--- src/rtl/pulse_sched_pkg.sv ---
// Shared types and constants for the pulse scheduler.
//   state_e   : FSM state encoding (IDLE, PULSE, GAP)
//   MIN_WIDTH : shortest pulse the scheduler emits, in clk cycles
package pulse_sched_pkg;

    typedef enum logic [1:0] {
        IDLE  = 2'd0,
        PULSE = 2'd1,
        GAP   = 2'd2
    } state_e;

    localparam int unsigned MIN_WIDTH = 1;

endpackage

--- src/rtl/pulse_scheduler_if.sv ---
// Event/configuration/status bundle for the pulse scheduler.
//   req_pulse  : per-requester 1-cycle event pulse (source -> scheduler)
//   cfg_en     : enables new grants
//   cfg_width  : pulse high time in clk cycles (0 behaves as 1)
//   cfg_gap    : extra low cycles after each pulse
//   pulse_wide : stretched output pulse
//   pulse_id   : requester owning the current/last pulse
//   pending    : captured but not yet served events
//   busy       : scheduler not idle
//   drop       : 1-cycle flag per requester, event lost while already pending
// master = event source / configuration side, slave = scheduler.
interface pulse_scheduler_if #(
    parameter int unsigned NUM_REQ = 4,
    parameter int unsigned CNT_W   = 4
);
    localparam int unsigned ID_W = $clog2(NUM_REQ);

    logic [NUM_REQ-1:0] req_pulse;
    logic               cfg_en;
    logic [CNT_W-1:0]   cfg_width;
    logic [CNT_W-1:0]   cfg_gap;
    logic               pulse_wide;
    logic [ID_W-1:0]    pulse_id;
    logic [NUM_REQ-1:0] pending;
    logic               busy;
    logic [NUM_REQ-1:0] drop;

    modport master (
        output req_pulse, cfg_en, cfg_width, cfg_gap,
        input  pulse_wide, pulse_id, pending, busy, drop
    );

    modport slave (
        input  req_pulse, cfg_en, cfg_width, cfg_gap,
        output pulse_wide, pulse_id, pending, busy, drop
    );

endinterface

--- src/rtl/rr_arbiter.sv ---
// Combinational round-robin arbiter.
//   req         : request vector
//   ptr         : index of the last winner; search starts at ptr+1 and wraps
//   grant       : one-hot grant (all zero when no request)
//   grant_id    : index of the granted requester
//   grant_valid : at least one request present
module rr_arbiter #(
    parameter int unsigned NUM_REQ = 4
) (
    input  logic [NUM_REQ-1:0]         req,
    input  logic [$clog2(NUM_REQ)-1:0] ptr,
    output logic [NUM_REQ-1:0]         grant,
    output logic [$clog2(NUM_REQ)-1:0] grant_id,
    output logic                       grant_valid
);

    localparam int unsigned ID_W = $clog2(NUM_REQ);

    logic [ID_W-1:0] idx;

    always_comb begin
        grant       = '0;
        grant_id    = '0;
        grant_valid = 1'b0;
        idx         = '0;
        // Offset NUM_REQ lands back on ptr itself, so the last winner has lowest priority.
        for (int unsigned off = 1; off <= NUM_REQ; off++) begin
            idx = ID_W'((int'(ptr) + int'(off)) % int'(NUM_REQ));
            if (!grant_valid && req[idx]) begin
                grant_valid = 1'b1;
                grant[idx]  = 1'b1;
                grant_id    = idx;
            end
        end
    end

endmodule

--- src/rtl/pulse_scheduler.sv ---
// Shares one stretched-pulse channel between NUM_REQ event sources.
// Each granted event becomes a pulse of max(cfg_width,1) cycles, followed by
// one IDLE evaluation cycle plus cfg_gap GAP cycles of low time, so a slow
// downstream edge detector sees one distinct edge per event.
// Ports:
//   clk : fast-domain clock
//   rst : synchronous active-high reset
//   bus : pulse_scheduler_if slave modport (events, config, status)
module pulse_scheduler
    import pulse_sched_pkg::*;
#(
    parameter int unsigned NUM_REQ = 4,
    parameter int unsigned CNT_W   = 4
) (
    input logic              clk,
    input logic              rst,
    pulse_scheduler_if.slave bus
);

    localparam int unsigned ID_W = $clog2(NUM_REQ);

    state_e             state_q, state_d;
    logic [NUM_REQ-1:0] pending_q, pending_d;
    logic [NUM_REQ-1:0] drop_q, drop_d;
    logic               pulse_wide_q, pulse_wide_d;
    logic [ID_W-1:0]    pulse_id_q, pulse_id_d;
    logic               busy_q, busy_d;
    logic [CNT_W-1:0]   cnt_q, cnt_d;
    logic [CNT_W-1:0]   gap_q, gap_d;
    logic [ID_W-1:0]    ptr_q, ptr_d;

    logic [NUM_REQ-1:0] arb_grant;
    logic [ID_W-1:0]    arb_id;
    logic               arb_valid;
    logic               grant_fire;
    logic [NUM_REQ-1:0] grant_vec;
    logic [CNT_W-1:0]   width_load;

    rr_arbiter #(
        .NUM_REQ (NUM_REQ)
    ) u_arb (
        .req         (pending_q),
        .ptr         (ptr_q),
        .grant       (arb_grant),
        .grant_id    (arb_id),
        .grant_valid (arb_valid)
    );

    assign grant_fire = (state_q == IDLE) && bus.cfg_en && arb_valid;
    assign grant_vec  = grant_fire ? arb_grant : '0;

    // Width counter counts down to zero, so load width-1 with 0 promoted to 1.
    assign width_load = (bus.cfg_width < CNT_W'(MIN_WIDTH)) ? '0
                                                            : bus.cfg_width - CNT_W'(MIN_WIDTH);

    // A new event on the grant cycle re-arms pending; otherwise a repeat is a drop.
    always_comb begin
        pending_d = (pending_q & ~grant_vec) | bus.req_pulse;
        drop_d    = bus.req_pulse & pending_q & ~grant_vec;
    end

    always_comb begin
        state_d      = state_q;
        pulse_wide_d = pulse_wide_q;
        pulse_id_d   = pulse_id_q;
        ptr_d        = ptr_q;
        cnt_d        = cnt_q;
        gap_d        = gap_q;

        case (state_q)
            IDLE: begin
                if (grant_fire) begin
                    state_d      = PULSE;
                    pulse_wide_d = 1'b1;
                    pulse_id_d   = arb_id;
                    ptr_d        = arb_id;
                    cnt_d        = width_load;
                    gap_d        = bus.cfg_gap;
                end
            end
            PULSE: begin
                if (cnt_q != '0) begin
                    cnt_d = cnt_q - CNT_W'(1);
                end else begin
                    pulse_wide_d = 1'b0;
                    state_d      = (gap_q != '0) ? GAP : IDLE;
                end
            end
            GAP: begin
                if (gap_q <= CNT_W'(1)) begin
                    state_d = IDLE;
                end else begin
                    gap_d = gap_q - CNT_W'(1);
                end
            end
            default: begin
                state_d      = IDLE;
                pulse_wide_d = 1'b0;
            end
        endcase

        busy_d = (state_d != IDLE);
    end

    always_ff @(posedge clk) begin
        if (rst) begin
            state_q      <= IDLE;
            pending_q    <= '0;
            drop_q       <= '0;
            pulse_wide_q <= 1'b0;
            pulse_id_q   <= '0;
            busy_q       <= 1'b0;
            cnt_q        <= '0;
            gap_q        <= '0;
            ptr_q        <= ID_W'(NUM_REQ - 1);
        end else begin
            state_q      <= state_d;
            pending_q    <= pending_d;
            drop_q       <= drop_d;
            pulse_wide_q <= pulse_wide_d;
            pulse_id_q   <= pulse_id_d;
            busy_q       <= busy_d;
            cnt_q        <= cnt_d;
            gap_q        <= gap_d;
            ptr_q        <= ptr_d;
        end
    end

    assign bus.pulse_wide = pulse_wide_q;
    assign bus.pulse_id   = pulse_id_q;
    assign bus.pending    = pending_q;
    assign bus.busy       = busy_q;
    assign bus.drop       = drop_q;

endmodule

--- src/flat_wrapper.sv ---
// flat-port wrapper written by rule: the top's interface ports become plain ports
module pulse_scheduler_flat import pulse_sched_pkg::*;
#(
    parameter int unsigned NUM_REQ = 4,
    parameter int unsigned CNT_W   = 4
)
  (clk, rst, bus_req_pulse, bus_cfg_en, bus_cfg_width, bus_cfg_gap, bus_pulse_wide, bus_pulse_id, bus_pending, bus_busy, bus_drop);
  pulse_scheduler_if #(.NUM_REQ(NUM_REQ), .CNT_W(CNT_W)) bus_i ();
  input logic clk;
  input logic rst;
  input wire logic [$bits(bus_i.req_pulse)-1:0] bus_req_pulse;
  input wire logic [$bits(bus_i.cfg_en)-1:0] bus_cfg_en;
  input wire logic [$bits(bus_i.cfg_width)-1:0] bus_cfg_width;
  input wire logic [$bits(bus_i.cfg_gap)-1:0] bus_cfg_gap;
  output wire logic [$bits(bus_i.pulse_wide)-1:0] bus_pulse_wide;
  output wire logic [$bits(bus_i.pulse_id)-1:0] bus_pulse_id;
  output wire logic [$bits(bus_i.pending)-1:0] bus_pending;
  output wire logic [$bits(bus_i.busy)-1:0] bus_busy;
  output wire logic [$bits(bus_i.drop)-1:0] bus_drop;
  assign bus_i.req_pulse = bus_req_pulse;
  assign bus_i.cfg_en = bus_cfg_en;
  assign bus_i.cfg_width = bus_cfg_width;
  assign bus_i.cfg_gap = bus_cfg_gap;
  assign bus_pulse_wide = bus_i.pulse_wide;
  assign bus_pulse_id = bus_i.pulse_id;
  assign bus_pending = bus_i.pending;
  assign bus_busy = bus_i.busy;
  assign bus_drop = bus_i.drop;
  pulse_scheduler #(.NUM_REQ(NUM_REQ), .CNT_W(CNT_W)) u_core (.clk(clk), .rst(rst), .bus(bus_i));
endmodule
--- config.mk ---
export PLATFORM = sky130hd
export DESIGN_NAME = pulse_scheduler_flat
export DESIGN_NICKNAME = d
export VERILOG_FILES = /design/src/rtl/pulse_sched_pkg.sv /design/src/rtl/pulse_scheduler_if.sv /design/src/rtl/rr_arbiter.sv /design/src/rtl/pulse_scheduler.sv /design/src/flat_wrapper.sv
export SDC_FILE = /design/constraint.sdc
export NUM_CORES = 1
export LEC_CHECK = 0
export CAP_MARGIN = 20
export CORE_MARGIN = 3
export CORE_UTILIZATION = 30
export CTS_CLUSTER_DIAMETER = 100
export CTS_CLUSTER_SIZE = 40
export DETAILED_ROUTE_END_ITERATION = 12
export GPL_TIMING_DRIVEN = 0
export PLACE_DENSITY = 0.56
export SLEW_MARGIN = 20
export SYNTH_ARGS = -nofsm -noshare
export SYNTH_HDL_FRONTEND = slang
export SYNTH_SLANG_ARGS = --single-unit
export TNS_END_PERCENT = 30
--- constraint.sdc ---
create_clock -name clk -period 2.6 [get_ports clk]
set_input_delay 0.78 -clock clk [delete_from_list [all_inputs] [get_ports clk]]
set_output_delay 0.78 -clock clk [all_outputs]
set_load 0.005 [all_outputs]
==> impl_metrics.yaml <==
status:
  outcome: "complete, no violations"
detailed_routing:
  via_per_inst: 5.178
  post_drt_wl_per_cell_um: 14.07
  drt_drc_violations_left: 0
  postRouteAntennaNets: 0
  drtIter0Drc: 103
  vias: 1683
  drtPass1Iterations: 4
  drt_wl_total_um: 4572
timing:
  setup_violations: 0
  slew_violations: 0
  fin_crit_ns: 2.445
  tightest_slew_ns: 0.5164
  whs_ns: 0.4655
  fin_skew_ns: 0.004873
  finalSetupTns_ns: 0
  max_freq_ghz: 0.4091
  hold_viol_final: 0
  min_period_over_period_pct: 94.03
  relSlewSlack_pct: 65.57
  rsz0062_at_grt: "no"
global_routing:
  grt_antenna_before_repair: 0
  grt_pass1_wl_um: 7672
  overflow: 0
  grt_busiest_layer: "met2"
  grt.met2_usage_pct: 22.81
  grt_max_degree: 15
  use_met1_pct: 17.06
  grt_pass1_vias: 1606
  grt_usage_pct: 13.23
  met3_usage_pct: 1.786
logic_synthesis:
  avgSynthCellArea_um2: 8.121
  ys_warn_count: 0
  synth_top_family_by_area: "compound AO/OA/AOI/OAI gates"
  ys_types: 60
  synth_edf_count: 0
  synth-compound-area-share_pct: 27.17
  synth.net_count: 248
  synth_most_common_cell: "dfxtp_1"
  synth_xor_area_share_pct: 0
  synth_top_area_share_pct: 26.89
  ys_ff_latch: 24
  synth_fa_ha_area_share_pct: 9.104
  ys_seq_area_share_pct: 26.89
  synth_ff_type: "dfxtp_1"
  synthSimpleGateAreaFrac_pct: 24.58
  synth_top_cells_by_count: "dfxtp_1 (24), nor2_1 (20), nand2_1 (18)"
  yosysTopAreaCell: "dfxtp_1"
  postSynthCellCount: 220
  synth.cell_area_um2: 1787
  synth_mux_area_share_pct: 5.392
  synthTopCellsByArea: "dfxtp_1 (27%), ha_1 (9.1%), a21oi_1 (4.5%)"
  async_flop_share_pct: 0
floorplanning:
  die_h_um: 83.18
  io_pins: 27
  num_rows: 27
  initial_core_util_pct: 31.67
  core_area_um2: 5642
  die_w_um: 83.18
  die-area_um2: 6918
clocking:
  cts_root_buf: "clkbuf_8"
  numClockSinks: 24
  htree_levels: 1
  numCtsBuffers: 3
  hold_buffers: 0
  clk_latency_ns: 0.27
  clk_pin_slew_ns: 0.09
  cts_tree: "built"
  cts_buffer_depth: 2
setup_path:
  critPathArrivalTime_ns: 2.63
  critPathRequiredTime_ns: 2.78
  crit_path_end_kind: "register"
  worstSetupPathType: "register to register"
  worstPathMaxFanout: 10
  start_kind: "register"
pwr:
  p_comb_share_pct: 54.3
  seqPwrFrac_pct: 28.4
  p_int_mw: 1.118
  p_sw_mw: 0.7636
  p_leak_nw: 0.8774
  swShare_pct: 40.59
  cellPowerDensity_nw_per_um2: 828.9
  ir_worst_vdd_v: 0.0002675
  p_total_mw: 1.881
  clock_power_share_pct: 17.3
flow_run:
  cap_viol_max_count: 0
worst_hold_path:
  min_path_type: "register to register"
layout:
  final_util_pct: 40.23
  finalNetCount: 282
  n_antenna_cell: 0
  syn_to_final_growth_pct: 27.03
  num-fill-cells: 589
  drive_gt1_share_pct: 14.62
placement:
  dp_hpwl_um: 3434
  numPortBuffers: 25
  gp_congestion: 0.8354
==> layout make-up <==
type	count	area, um2	area share (%)
clock buffer	3	41.29	1.819
clock inverter	1	30.03	1.323
tap	72	90.09	3.969
sequential	24	483.0	21.28
multi-input combinational	169	1210	53.31
timing repair buffer	29	280.3	12.35
inverter	14	56.30	2.481
buffer	13	78.83	3.473
==> repair_timing <==
| item | in CTS | in global routing |
|---|---|---|
| buffers inserted | 1 | 3 |
| pin swaps | 0 | 0 |
| endpoints found under the setup margin | 10 | 10 |
| gates resized for setup | 5 | 5 |
==> stage by stage <==
stage / area [um2] / worst slack (ns) / std cells
3_5_place_dp: 2127 / -0.1366 / 317
4_1_cts: 2225 / 0.04971 / 322
5_1_grt: 2270 / 0.01671 / 325
2_1_floorplan: 1787 / 0.3741 / 220
3_3_place_gp: 2127 / -0.1378 / 317
6_report: 2270 / 0.1553 / 325
==> critical path, stage by stage, from the launching register on <==
cell        delay, ns
dfxtp_2          0.39
buf_6            0.17
clkinvlp_4       0.15
ha_1             0.32
buf_4            0.21
mux2i_4          0.28
nor4b_4          0.07
buf_4            0.16
o21ai_1          0.11
o211ai_1         0.17
a221oi_2         0.32
==> cell usage in the layout, fill, tap and decap left out, drive strengths merged, types with 2 or more instances in the layout <==
master	instances
a211oi	3
a21oi	17
a221oi	4
a22oi	2
a31oi	5
buf	12
clkbuf	8
clkdlybuf4s50	25
dfxtp	24
ha	13
inv	13
mux2	2
mux2i	7
nand2	19
nand2b	6
nand3	7
nor2	22
nor3	3
nor3b	4
nor4	2
o211ai	10
o21ai	12
o22ai	6
or2	3
==> registers in the layout (all words and copies together) (netlist names) <==
name,cells
u_core.state_q,2
u_core.cnt_q,4
u_core.bus.pulse_id,2
u_core.bus.pulse_wide,1
u_core.gap_q,4
u_core.bus.busy,1
u_core.bus.pending,4
u_core.ptr_q,2
u_core.bus.drop,4
==> kinds of logic (layout without fill, tap and decap cells) <==
| family | after synthesis | in the layout |
|---|---|---|
| buffers and inverters | 27 | 60 |
| muxes | 9 | 9 |
| DFF | 24 | 24 |
| and+or+nand+nor | 77 | 77 |
| AOI/OAI and AO/OA | 70 | 70 |
| adders and majority gates | 13 | 13 |
==> power groups by stage <==
stage | registers (mW) | clock network [mW] | logic (mW)
after floorplan | 0.522 | 0 | 0.690
after global placement | 0.537 | 0 | 0.951
after detailed placement | 0.537 | 0 | 0.953
after CTS | 0.530 | 0.336 | 0.987
after global routing | 0.549 | 0.349 | 1.12
final | 0.534 | 0.325 | 1.02
==> metal layers <==
metal,part of all wire [%],up-vias
met4,0.98,0
met1,47,790
li1,-,867
met2,49,22
met5,0,-
met3,2.7,4
==> final timing paths <==
| kind | start | endpoint | slack [ns] | cells past startpoint |
|---|---|---|---|---|
| setup / recovery | u_core.ptr_q[1] | u_core.bus.drop[1] | 0.16 | 10 |
| hold / removal | u_core.bus.pulse_id[0] | u_core.bus.pulse_id[0] | 0.47 | 2 |
| setup reg to reg | u_core.ptr_q[1] | u_core.bus.drop[1] | 0.16 | 10 |
| hold reg to reg | u_core.bus.pulse_id[0] | u_core.bus.pulse_id[0] | 0.47 | 2 |
Power figures use the tool's default switching activity.
